## config.mk

```make
export PLATFORM = sky130hd
export DESIGN_NAME = mmio_bridge_ctrl
export DESIGN_NICKNAME = d
export VERILOG_FILES = /design/src/rtl/mmio_bridge_ctrl.sv
export SDC_FILE = /design/constraint.sdc
export NUM_CORES = 1
export LEC_CHECK = 0
export CAP_MARGIN = 5
export CORE_AREA = 3 3 466 468
export DETAILED_ROUTE_END_ITERATION = 12
export DIE_AREA = 0 0 469 471
export SLEW_MARGIN = 20
export SYNTH_ARGS = -nofsm -noshare
export SYNTH_HDL_FRONTEND = slang
export SYNTH_SLANG_ARGS = --single-unit
export TNS_END_PERCENT = 5
```

## constraint.sdc

```tcl
create_clock -name clk -period 6.5 [get_ports clk]
set_clock_uncertainty 0.15 [all_clocks]
set_input_delay 1.3 -clock clk [delete_from_list [all_inputs] [get_ports clk]]
set_output_delay 1.3 -clock clk [all_outputs]
set_load 0.05 [all_outputs]
```

## src/rtl/mmio_bridge_ctrl.sv

```systemverilog
// MCS IO-bus to MMIO slot bridge: registers one bus access, strobes the decoded slot for one
// cycle, then returns io_ready with the selected slot's read data. Fixed 2-cycle latency.
module mmio_bridge_ctrl #(
    parameter int          NUM_SLOTS   = 32,
    parameter logic [7:0]  BRIDGE_BASE = 8'hC0
) (
    input  logic                          clk,
    input  logic                          reset,
    input  logic                          io_addr_strobe,
    input  logic                          io_read_strobe,
    input  logic                          io_write_strobe,
    input  logic [31:0]                   io_address,
    input  logic [3:0]                    io_byte_enable,
    input  logic [31:0]                   io_write_data,
    output logic [31:0]                   io_read_data,
    output logic                          io_ready,
    output logic [NUM_SLOTS-1:0]          slot_cs_array,
    output logic                          slot_read,
    output logic                          slot_write,
    output logic [4:0]                    slot_reg_addr,
    output logic [31:0]                   slot_wr_data,
    input  logic [NUM_SLOTS-1:0][31:0]    slot_rd_data_arr
);
    localparam int IDX_W = $clog2(NUM_SLOTS);

    typedef enum logic [1:0] {IDLE, ACCESS, ACK} state_t;

    state_t               state_reg;
    logic                 write_reg;
    logic                 in_range_reg;
    logic [IDX_W-1:0]     idx_reg;
    logic [NUM_SLOTS-1:0] cs_decode;
    logic                 req;
    logic                 hit;
    logic [IDX_W-1:0]     idx;

    // Byte enables and the don't-care address bits are intentionally not decoded.
    logic unused_bits;
    assign unused_bits = ^{io_byte_enable, io_address[23:12], io_address[1:0]};

    assign req = io_addr_strobe && (io_read_strobe || io_write_strobe);
    assign hit = (io_address[31:24] == BRIDGE_BASE);
    assign idx = io_address[7 +: IDX_W];

    generate
        for (genvar gi = 0; gi < NUM_SLOTS; gi++) begin : g_cs
            assign cs_decode[gi] = hit && (idx == IDX_W'(gi));
        end
    endgenerate

    always_ff @(posedge clk or posedge reset) begin
        if (reset) begin
            state_reg     <= IDLE;
            write_reg     <= 1'b0;
            in_range_reg  <= 1'b0;
            idx_reg       <= '0;
            io_ready      <= 1'b0;
            io_read_data  <= 32'd0;
            slot_cs_array <= '0;
            slot_read     <= 1'b0;
            slot_write    <= 1'b0;
            slot_reg_addr <= 5'd0;
            slot_wr_data  <= 32'd0;
        end else begin
            case (state_reg)
                IDLE: begin
                    io_ready <= 1'b0;
                    if (req) begin
                        // Write wins when both strobes are high.
                        slot_cs_array <= cs_decode;
                        slot_write    <= io_write_strobe;
                        slot_read     <= !io_write_strobe;
                        slot_reg_addr <= io_address[6:2];
                        slot_wr_data  <= io_write_data;
                        write_reg     <= io_write_strobe;
                        in_range_reg  <= hit;
                        idx_reg       <= idx;
                        state_reg     <= ACCESS;
                    end
                end
                ACCESS: begin
                    slot_cs_array <= '0;
                    slot_read     <= 1'b0;
                    slot_write    <= 1'b0;
                    io_ready      <= 1'b1;
                    io_read_data  <= (!write_reg && in_range_reg) ? slot_rd_data_arr[idx_reg] : 32'd0;
                    state_reg     <= ACK;
                end
                ACK: begin
                    io_ready  <= 1'b0;
                    state_reg <= IDLE;
                end
                default: begin
                    state_reg <= IDLE;
                end
            endcase
        end
    end
endmodule

```

Word level (Yosys, flattened, before mapping)
Index checks and enable logic that the tools add are counted.

word-level totals
  output and inout port bits = 104
  register bits = 113
  word-level logic and storage cells = 103

operators by class
  eq/ne operators = 35
  reduce and logical (&&, ||, !) cells = 44
  $lt $le $gt $ge = 1
  mux-type cells = 12

operators with widths
  operator            number
  $bmux 32 s5         1
  $mux 32             3
  $eq 5x5->1 const B  16
  $pmux 32 s2         1
  $eq 5x4->1 const B  8
  $logic_and 1x1->1   34
  $eq 5x3->1 const B  4
  $eq 5x2->1 const B  2
  $eq 8x8->1 const B  1
  $lt 5x6->1 const B  1
  $pmux 1 s2          3
  $eq 5x1->1 const B  1
  $logic_not 5->1     1
  $pmux 2 s2          1
  $reduce_and 2->1    2
  $reduce_bool 2->1   2
  $eq 2x1->1 const B  1
  $eq 2x2->1 const B  1
  $logic_not 1->1     2
  $logic_not 2->1     1
  $mux 1              2
  $mux 2              1
  $ne 2x2->1 const B  1
  $reduce_or 2->1     1
  $logic_or 1x1->1    1

Longest topological paths before layout
Gate-level depths: netlist of run 1.

  depth in word-level cells = 4
  gate-level depth with buffers = 10

Worst setup path after synthesis of run 1
OpenSTA, ideal clock, no wires.

  path kind = input-to-reg
  start point = in io_addr_strobe
  end point = reg slot_wr_data[0]
  data arrival time = 2809 ps
  buffers on the path = 2
  stages on the path = 6
  setup time = 125 ps
  path slack = 3416 ps
  required time = 6225 ps
  path through = or3b_2 or2_2 buf_2 clkinv_2 buf_2 mux2_2

between the ends
  word-level cells in the longest chain between the ends = 2

ends and longest elaborated chain
  what                        line  text
  from (decl)                 9     input logic io_addr_strobe,
  $logic_and 1x1->1           41    assign req = io_addr_strobe && (io_read_strobe || io_write_strobe);
  $reduce_and 2->1 (no line)  n/a
  to (signal assigned)        74    slot_wr_data <= io_write_data;
  to (decl)                   21    output logic [31:0] slot_wr_data,

Every way passes these cells.
A chain may end at the register's enable or synchronous reset.

Worst setup path after layout of run 1
  start point = reg idx_reg[1]
  end point = reg io_read_data[13]

between the ends
  word-level cells in the longest chain between the ends = 3

ends and longest elaborated chain
  what                           line  text
  from (decl)                    31    logic [IDX_W-1:0] idx_reg;
  from (signal assigned)         77    idx_reg <= idx;
  $bmux 32 s5                    86    io_read_data <= (!write_reg && in_range_reg) ? slot_rd_data_arr[idx_reg] : 32'd0;
  $mux 32 (implied by the code)  86
  $mux 32                        86
  to (signal assigned)           86
  to (decl)                      15    output logic [31:0] io_read_data,

Every way passes these cells. The select of a mux whose other input is x is not followed.

==> run summary, run 1 <==
CTS Root Cell = clkbuf_16
Final Max Tran Viols = 0
Post-Synth Adder-Cell Area = 0%
Drt via density = 3.30
Min-delay src = io_read_data[7]$_DFFE_PP0P_
Worst-margin pin slew = 1.20 ns
Nature of the critical path endpoint = register
Setup ws final = 2.48 ns
Peak VDD IR = 218 uV
Pwr dens = 213 nW/um2
GR Overflow Total = 0
Wirelength per Cell = 35.0 um
Yosys cell types = 39
Synthesized area = 13000 um2
Number of nets in the layout = 3375
Status = finished, final reports clean
Vias in the first global route = 17200
Post-layout minimum cycle time = 4.02 ns
Top cells by area, synth = mux4_2 (22%), dfrtp_1 (22%), mux2i_1 (15%)
Worst-path clk slew = 0.07 ns
Crit path kind = register to register
Async S/R FF share, synth = 100%
Final hold vios = 0
Final GP Congestion = 0.889
Hold WS = 0.326 ns
Tcrit/Tclk final = 61.8%
FF-to-FF Start = idx_reg[1]$_DFFE_PP0P_
Worst Setup SP = idx_reg[1]$_DFFE_PP0P_
Max Cap Viol = 0
H-tree Lvls = 4
CTS Buffer Depth = 2
RSZ-0062 raised after global routing = no
Core box area = 214000 um2
Worst Path Required = 6.69 ns
Register area = 2850 um2
Inserted Clock Buffers = 17
Final setup fails = 0
Cts repair resizes = 0
First-pass GRT wire length = 215000 um
Skew-Pair Late Insertion Delay = 0.50 ns
CP Launch Type = register
DR iter-0 viols = 1237
Initial antenna violation count = 194
Critical Path, Cell by Cell = buf_4, nand2_2, buf_4, o22ai_1, a21oi_1, a221oi_1, o41ai_2
Layout cells sized above 1 = 17.0%
Compound-Gate Fraction of Synth Area = 17.7%
Endpoint, Worst Hold = io_read_data[7]$_DFFE_PP0P_
Post-synth top area share = 22.3%
Port bufs = 1182
Initial core utilization = 6.05%
R2R depth = 7
Placed inst area = 28100 um2
DRC = 0
Area Growth Syn to Fin = 123%
Fmax = 249 MHz
Post-CTS Hold Fix Bufs = 0
Largest registers = io_read_data: 32 flops, slot_cs_array: 32 flops, slot_wr_data: 32 flops
Die ar. = 221000 um2
I/O pins = 1201
Multi-input gate area in the final layout = 9410 um2
Pin count of the biggest net entering global routing = 78
R2r setup slk = 2.48 ns
Post-synth top area cell = mux4_2
Xor/xnor share of the synthesized area = 0%
Synth cell count leaders = mux2i_1 (195), mux2_2 (133), mux4_2 (128)
Rows = 170
Critical-path maximum fanout = 29
Total GRT Usage = 15.7%
CP max stage cell = dfrtp_4
Crit path DAT = 4.20 ns
Die Ht = 471 um
Count leader, synth = mux2i_1
Synth Area per Inst = 11.2 um2
Top FF cell, synth = dfrtp_1
Ys Warns = 0
Net Count, Synth = 2258
Post-route cell area = 28900 um2
Die width = 469 um
Final wirelength = 182000 um
Relative slew slack = 20.0%
Place WS = 1.96 ns
Main combinational cell family by area after synthesis = multiplexers
CTS tree = built
Simple-gate portion of the synthesized area = 5.28%
CTS Sinks = 113
Hold path depth = 2
ANT nets after route = 0
Top Family by Delay on Critical Path = compound AO/OA/AOI/OAI gates
Setup_tns = 0 ns
Yosys reg bits = 113
Fillers = 24400
Critical path buffer and inverter count = 2
Post-CTS Repair Setup Buffers = 0
Lkg Pwr = 9.70 nW
Vias = 17100
Crit path top cell by count = buf_4
Post-synthesis sequential area ratio = 21.8%
Number of enable flip-flop cells after synthesis = 0
First drt pass iteration count = 6
RR Endpoint = io_read_data[13]$_DFFE_PP0P_
Worst Hold Class = register to register
Portion of netlist area occupied by mux cells = 48.9%
Worst path max stage delay = 0.87 ns
Mapped Cells = 1161
Final core occ = 13.5%
DP HPWL = 162000 um
-- power breakdown --
| group | leakage (nW) | internal (W) | switching [W] |
|---|---|---|---|
| Clock | 0.299 | 0.000613 | 0.000474 |
| Combinational | 7.93 | 0.00173 | 0.00238 |
| Sequential | 1.47 | 0.000777 | 0.000176 |
| Total | 9.70 | 0.00312 | 0.00303 |
-- worst max-delay path by stage --
stage,slack (ns),end,depth (start not counted)
after floorplan,2.06,idx_reg[0]$_DFFE_PP0P_,1
after global placement,1.52,slot_cs_array[3]$_DFFE_PP0P_,6
after detailed placement,1.96,slot_cs_array[23]$_DFFE_PP0P_,8
after CTS,2.23,io_read_data[13]$_DFFE_PP0P_,7
after global routing,2.25,io_read_data[13]$_DFFE_PP0P_,7
final,2.48,io_read_data[13]$_DFFE_PP0P_,7
-- logic make-up after synthesis --
logic type / Yosys count
AND/OR/NAND/NOR: 134
multiplexers: 456
flip-flops: 113
AO/OA/AOI/OAI: 321
buffers and inverters: 137
-- tightest hold or removal path, stage by stage (launching register included) --
cell and delay, ns:
dfrtp_1 0.34, nand2_1 0.05, o41ai_1 0.05
-- metrics by stage --
| stage | total power (W) | cells |
|---|---|---|
| 2_1_floorplan | 0.00280 | 1161 |
| 3_3_place_gp | 0.00518 | 5090 |
| 3_5_place_dp | 0.00523 | 5097 |
| 4_1_cts | 0.00637 | 5129 |
| 5_1_grt | 0.00647 | 5156 |
| 6_report | 0.00615 | 5184 |
-- layout make-up --
class | instances | area share, %
inverter | 4 | 0.0736
antenna | 55 | 0.476
clock buffer | 17 | 1.47
timing repair buffer | 1231 | 42.6
sequential | 113 | 9.85
clock inverter | 15 | 0.676
multi-input combinational | 911 | 32.6
tap | 2838 | 12.3
-- layout by cell type, fill, tap and decap left out, drive strengths merged, types with 4 or more instances in the layout --
master | Yosys | final
a211oi | 31 | 31
a21oi | 95 | 95
a221oi | 31 | 31
a22o | 13 | 13
a22oi | 65 | 65
a32o | 5 | 5
buf | 69 | 49
clkbuf | 64 | 17
clkdlybuf4s50 | 0 | 1182
dfrtp | 113 | 113
diode | 0 | 55
inv | 3 | 11
mux2 | 133 | 133
mux2i | 195 | 195
mux4 | 128 | 128
nand2 | 67 | 67
nand2b | 6 | 6
nand3 | 4 | 4
nand3b | 4 | 4
nor2 | 7 | 7
nor2b | 35 | 35
o21ai | 17 | 17
o22ai | 31 | 31
o41ai | 31 | 31
-- metal layers --
metal  global-route usage, %  vias up  wire length, um
met3                    5.33      373            16700
li1                        -     7026                -
met2                    28.1     1329            90600
met4                    4.33       94             5680
met1                    17.4     8265            68100
met5                       0        -              628
No activity file was read; power rests on OpenSTA's default activity.
==> inputs of run 2 (changes only) <==
==> constraint.sdc (replaced) <==
create_clock -name clk -period 3.82 [get_ports clk]
set_clock_uncertainty 0.15 [all_clocks]
set_input_delay 0.764 -clock clk [delete_from_list [all_inputs] [get_ports clk]]
set_output_delay 0.764 -clock clk [all_outputs]
set_load 0.05 [all_outputs]
==> run 2 against run 1 <==
  * Cell count increased by 1.0%
  * Global-route usage fell by 0.17 points
  * Flip-flop and latch count unchanged
  * Register-to-register slack worse by 1.9 ns
  * Maximum frequency is 23% higher
  * Die area is the same
  * Sequential power increased by 59%
  * Sequential share of layout area down 0.18 points
  * Hold slack got worse by 0.0048 ns
  * Via count increased by 0.20%
  * Critical path depth is 1 lower
  * Critical endpoint is now io_read_data[29]$_DFFE_PP0P_
  * Largest cell class unchanged
  * Highest routed layer unchanged
==> run summary, run 2 (synthesis results as in run 1) <==
Status = finished, final reports clean
Skew-Pair Late Insertion Delay = 0.49 ns
Max Cap Viol = 0
Top Family by Delay on Critical Path = flip-flops
Initial antenna violation count = 184
Wirelength per Cell = 34.2 um
DRC = 0
Crit path DAT = 3.47 ns
Fillers = 24300
Endpoint, Worst Hold = io_read_data[23]$_DFFE_PP0P_
Post-layout minimum cycle time = 3.27 ns
Worst path max stage delay = 0.81 ns
Core box area = 214000 um2
CP Launch Type = register
Worst-margin pin slew = 1.13 ns
R2R depth = 6
Pint = 0.00560 W
DP HPWL = 163000 um
Worst Path Required = 4.02 ns
Pwr dens = 361 nW/um2
CTS Sinks = 113
Inserted Clock Buffers = 17
Final setup fails = 0
Vias in the first global route = 17500
Die Ht = 471 um
Lkg Pwr = 10.0 nW
Nature of the critical path endpoint = register
Die width = 469 um
Number of nets in the layout = 3431
CTS Buffer Depth = 2
Pin count of the biggest net entering global routing = 77
CP max stage cell = dfrtp_4
Psw = 0.00502 W
Sw Ratio = 47.3%
CTS Root Cell = clkbuf_16
CTS tree = built
I/O pins = 1201
Port bufs = 1182
Clock share of power = 16.9%
ANT nets after route = 0
Relative slew slack = 22.8%
Layout cells sized above 1 = 18.9%
Final wirelength = 179000 um
Final GP Congestion = 0.909
Worst-path clk slew = 0.07 ns
First-pass GRT wire length = 214000 um
Initial core utilization = 6.05%
Largest registers = io_read_data: 32 flops, slot_cs_array: 32 flops, slot_wr_data: 32 flops
Hold path depth = 2
Fmax = 305 MHz
Critical Path, Cell by Cell = buf_4, mux4_2, mux2_2, a221oi_1, buf_4, o41ai_1
R2r setup slk = 0.55 ns
Peak VDD IR = 384 uV
Final Power = 0.0106 W
Tcrit/Tclk final = 85.7%
RR Endpoint = io_read_data[29]$_DFFE_PP0P_
Final Max Tran Viols = 0
Critical path buffer and inverter count = 2
Place WS = 0.332 ns
Area Growth Syn to Fin = 127%
Crit path kind = register to register
Setup ws final = 0.546 ns
Part of the power in registers = 14.3%
Post-CTS Repair Setup Buffers = 0
Total GRT Usage = 15.5%
Most frequent cells in the layout = clkdlybuf4s50_1 (1180), mux2i_1 (188), mux2_2 (133)
DR iter-0 viols = 1229
Combinational power share = 68.8%
Final hold vios = 0
RSZ-0062 raised after global routing = no
GR Overflow Total = 0
Rows = 170
Commonest non-fill, non-tap cell in the layout = clkdlybuf4s50_1
Worst Hold Class = register to register
Post-CTS Hold Fix Bufs = 0
Vias = 17100
Min-delay src = io_read_data[23]$_DFFE_PP0P_
H-tree Lvls = 4
Critical-path maximum fanout = 19
Die ar. = 221000 um2
Crit path top cell by count = buf_4
Cts repair resizes = 0
Drt via density = 3.27
First drt pass iteration count = 5
Setup_tns = 0 ns
FF-to-FF Start = idx_reg[1]$_DFFE_PP0P_
Hold WS = 0.321 ns
run 2: cell count changes in the layout (fill, tap and decap cells not counted), sizes merged:
| cell | delta |
|---|---|
| clkdlybuf4s50 | -2 |
| diode | -4 |
| clkbuf | +7 |
| buf | +58 |
| inv | -9 |
| clkinvlp | +2 |
run 2: metal layers:
layer	vias up	share of wire (%)	GRT usage, %
met2	1234	49	27.3
met1	8311	38	17.6
met5	-	0.30	0
met4	84	3.3	4.30
met3	346	9.3	5.30
li1	7147	-	-
run 2: worst max-delay path by stage:
stage / startpoint / end / slack [ns] / cells past startpoint
3_5_place_dp: slot_rd_data_arr[509] / io_read_data[29]$_DFFE_PP0P_ / 0.33 / 6
3_3_place_gp: slot_rd_data_arr[509] / io_read_data[29]$_DFFE_PP0P_ / 0.35 / 6
2_1_floorplan: io_addr_strobe / slot_wr_data[0]$_DFFE_PP0P_ / 1.27 / 6
6_report: idx_reg[1]$_DFFE_PP0P_ / io_read_data[29]$_DFFE_PP0P_ / 0.55 / 6
5_1_grt: idx_reg[0]$_DFFE_PP0P_ / io_read_data[18]$_DFFE_PP0P_ / 0.38 / 8
4_1_cts: idx_reg[0]$_DFFE_PP0P_ / io_read_data[17]$_DFFE_PP0P_ / 0.35 / 8
run 2: cell type report:
class / instances / area, um2 / share of cell area, %
inverters: 4 / 20.0 / 0.0681
clock inverters: 8 / 126 / 0.430
well taps: 2838 / 3550 / 12.1
flip-flops and latches: 113 / 2850 / 9.68
repair buffers: 1287 / 12800 / 43.7
multi-input cells: 911 / 9390 / 31.9
clock buffers: 24 / 502 / 1.71
diodes: 51 / 128 / 0.434
run 2: power groups by stage:
stage               sequential [W]  clock (W)  combinational (W)
detailed placement         0.00155          0            0.00760
CTS                        0.00153    0.00186            0.00762
global route               0.00154    0.00190            0.00777
floorplan                  0.00177          0            0.00300
finish                     0.00152    0.00180            0.00731
global placement           0.00154          0            0.00755
run 2: worst reg2reg max path, delay by kind of cell, from the launching register on:
kind | cells | cell delay [ns]
multiplexers | 2 | 0.83
flip-flops | 1 | 0.81
AO/OA/AOI/OAI | 2 | 0.70
buffers and inverters | 2 | 0.64
run 2: stage by stage:
stage	util, %	cells	area [um2]
2_1_floorplan	-	1161	13000
3_3_place_gp	13.4	5151	28600
3_5_place_dp	13.4	5153	28700
4_1_cts	13.7	5185	29300
5_1_grt	13.7	5206	29300
6_report	13.7	5236	29400
==> inputs of run 3 (changes only) <==
==> constraint.sdc (replaced) <==
create_clock -name clk -period 3.8 [get_ports clk]
set_clock_uncertainty 0.15 [all_clocks]
set_input_delay 0.76 -clock clk [delete_from_list [all_inputs] [get_ports clk]]
set_output_delay 0.76 -clock clk [all_outputs]
set_load 0.05 [all_outputs]
==> run 3 against run 2 <==
  * Non-clock buffer count down 2
  * Wire length up 0.24%
  * Setup slack worse by 0.031 ns
  * Count of clock-buffer cells in the layout down 1
  * Total power up 0.83%
  * Flip-flop and latch count unchanged
  * Critical path depth unchanged
  * Global-route usage about the same
  * Critical endpoint unchanged
==> run summary, run 3 (synthesis results as in run 1) <==
Critical Path, Cell by Cell = buf_12, mux4_2, mux2_2, a221oi_1, buf_4, o41ai_1
RR Endpoint = io_read_data[29]$_DFFE_PP0P_
Post-CTS Repair Setup Buffers = 0
Final Max Tran Viols = 0
Setup_tns = 0 ns
I/O pins = 1201
Worst Path Required = 4.01 ns
First-pass GRT wire length = 214000 um
CTS tree = built
Hold WS = 0.330 ns
Crit path kind = register to register
ANT nets after route = 0
Lkg Pwr = 10.0 nW
Core box area = 214000 um2
Total GRT Usage = 15.5%
Tcrit/Tclk final = 86.5%
Peak VDD IR = 416 uV
Drt via density = 3.26
Setup ws final = 0.515 ns
Fmax = 304 MHz
R2r setup slk = 0.51 ns
Commonest non-fill, non-tap cell in the layout = clkdlybuf4s50_1
Hold path depth = 2
Max Cap Viol = 0
Rows = 170
Initial antenna violation count = 198
Port bufs = 1182
Worst-margin pin slew = 1.10 ns
FF-to-FF Start = idx_reg[0]$_DFFE_PP0P_
Number of nets in the layout = 3429
Layout cells sized above 1 = 18.8%
Place WS = 0.257 ns
CTS Buffer Depth = 2
Worst-path clk slew = 0.07 ns
Post-route cell area = 29400 um2
Min-delay src = io_read_data[20]$_DFFE_PP0P_
DP HPWL = 163000 um
CTS Root Cell = clkbuf_16
Post-CTS Hold Fix Bufs = 0
First drt pass iteration count = 5
Post-layout minimum cycle time = 3.29 ns
RSZ-0062 raised after global routing = no
Die width = 469 um
Critical-path maximum fanout = 35
Final setup fails = 0
Endpoint, Worst Hold = io_read_data[20]$_DFFE_PP0P_
Final GP Congestion = 0.922
Status = finished, final reports clean
Final core occ = 13.7%
Area Growth Syn to Fin = 127%
DR iter-0 viols = 1086
Most frequent cells in the layout = clkdlybuf4s50_1 (1180), mux2i_1 (188), mux2_2 (133)
CP Launch Type = register
Die Ht = 471 um
CTS Sinks = 113
Vias = 17000
Final hold vios = 0
GR Overflow Total = 0
Vias in the first global route = 17500
DRC = 0
Relative slew slack = 24.7%
CP max stage cell = mux4_2
Cts repair resizes = 0
Worst Hold Class = register to register
Die ar. = 221000 um2
Fillers = 24400
Nature of the critical path endpoint = register
Pin count of the biggest net entering global routing = 59
Register area = 2850 um2
R2R depth = 6
Initial core utilization = 6.05%
Largest registers = io_read_data: 32 flops, slot_cs_array: 32 flops, slot_wr_data: 32 flops
Pwr dens = 364 nW/um2
Placed inst area = 28700 um2
Inserted Clock Buffers = 17
Worst path max stage delay = 0.72 ns
H-tree Lvls = 4
Skew-Pair Late Insertion Delay = 0.50 ns
Wirelength per Cell = 34.4 um
Final wirelength = 180000 um
Multi-input gate area in the final layout = 9390 um2
Crit path DAT = 3.50 ns
[run 3: worst max-delay path, delay by kind of cell, from the launching register on]
family	cells	cell delay (ns)
mux	2	1.05
compound gates	2	0.76
flops	1	0.52
buf+inv	2	0.55
[run 3: layer usage]
metal,track usage (%),share of wire (%),vias up
met2,27.7,49,1200
met5,0,0.31,-
met3,5.07,8.6,363
met4,4.01,3.4,86
li1,-,-,7121
met1,17.7,39,8275
[run 3: area by class of cell]
type	instances	area share, %
flip-flops and latches	113	9.68
clock inverters	9	0.523
multi-input cells	911	31.9
diodes	47	0.400
inverters	4	0.0681
clock buffers	23	1.63
well taps	2838	12.1
repair buffers	1285	43.7
[run 3: stage by stage]
stage	instances	power, W
4_1_cts	5183	0.0111
2_1_floorplan	1161	0.00479
3_5_place_dp	5151	0.00921
3_3_place_gp	5151	0.00916
6_report	5230	0.0107
5_1_grt	5198	0.0113
[run 3: report_power, final]
group          internal [W]  switching (W)
registers           0.00133       0.000201
logic               0.00319        0.00414
clock network       0.00114       0.000700
total               0.00567        0.00504
[run 3: worst max-delay path by stage]
| stage | from | end | slack, ns | cells after the start |
|---|---|---|---|---|
| floorplan | io_addr_strobe | slot_wr_data[0]$_DFFE_PP0P_ | 1.26 | 6 |
| global placement | slot_rd_data_arr[509] | io_read_data[29]$_DFFE_PP0P_ | 0.22 | 6 |
| detailed placement | slot_rd_data_arr[509] | io_read_data[29]$_DFFE_PP0P_ | 0.26 | 6 |
| CTS | idx_reg[0]$_DFFE_PP0P_ | io_read_data[29]$_DFFE_PP0P_ | 0.32 | 6 |
| global route | idx_reg[0]$_DFFE_PP0P_ | io_read_data[13]$_DFFE_PP0P_ | 0.40 | 7 |
| finish | idx_reg[0]$_DFFE_PP0P_ | io_read_data[29]$_DFFE_PP0P_ | 0.51 | 6 |
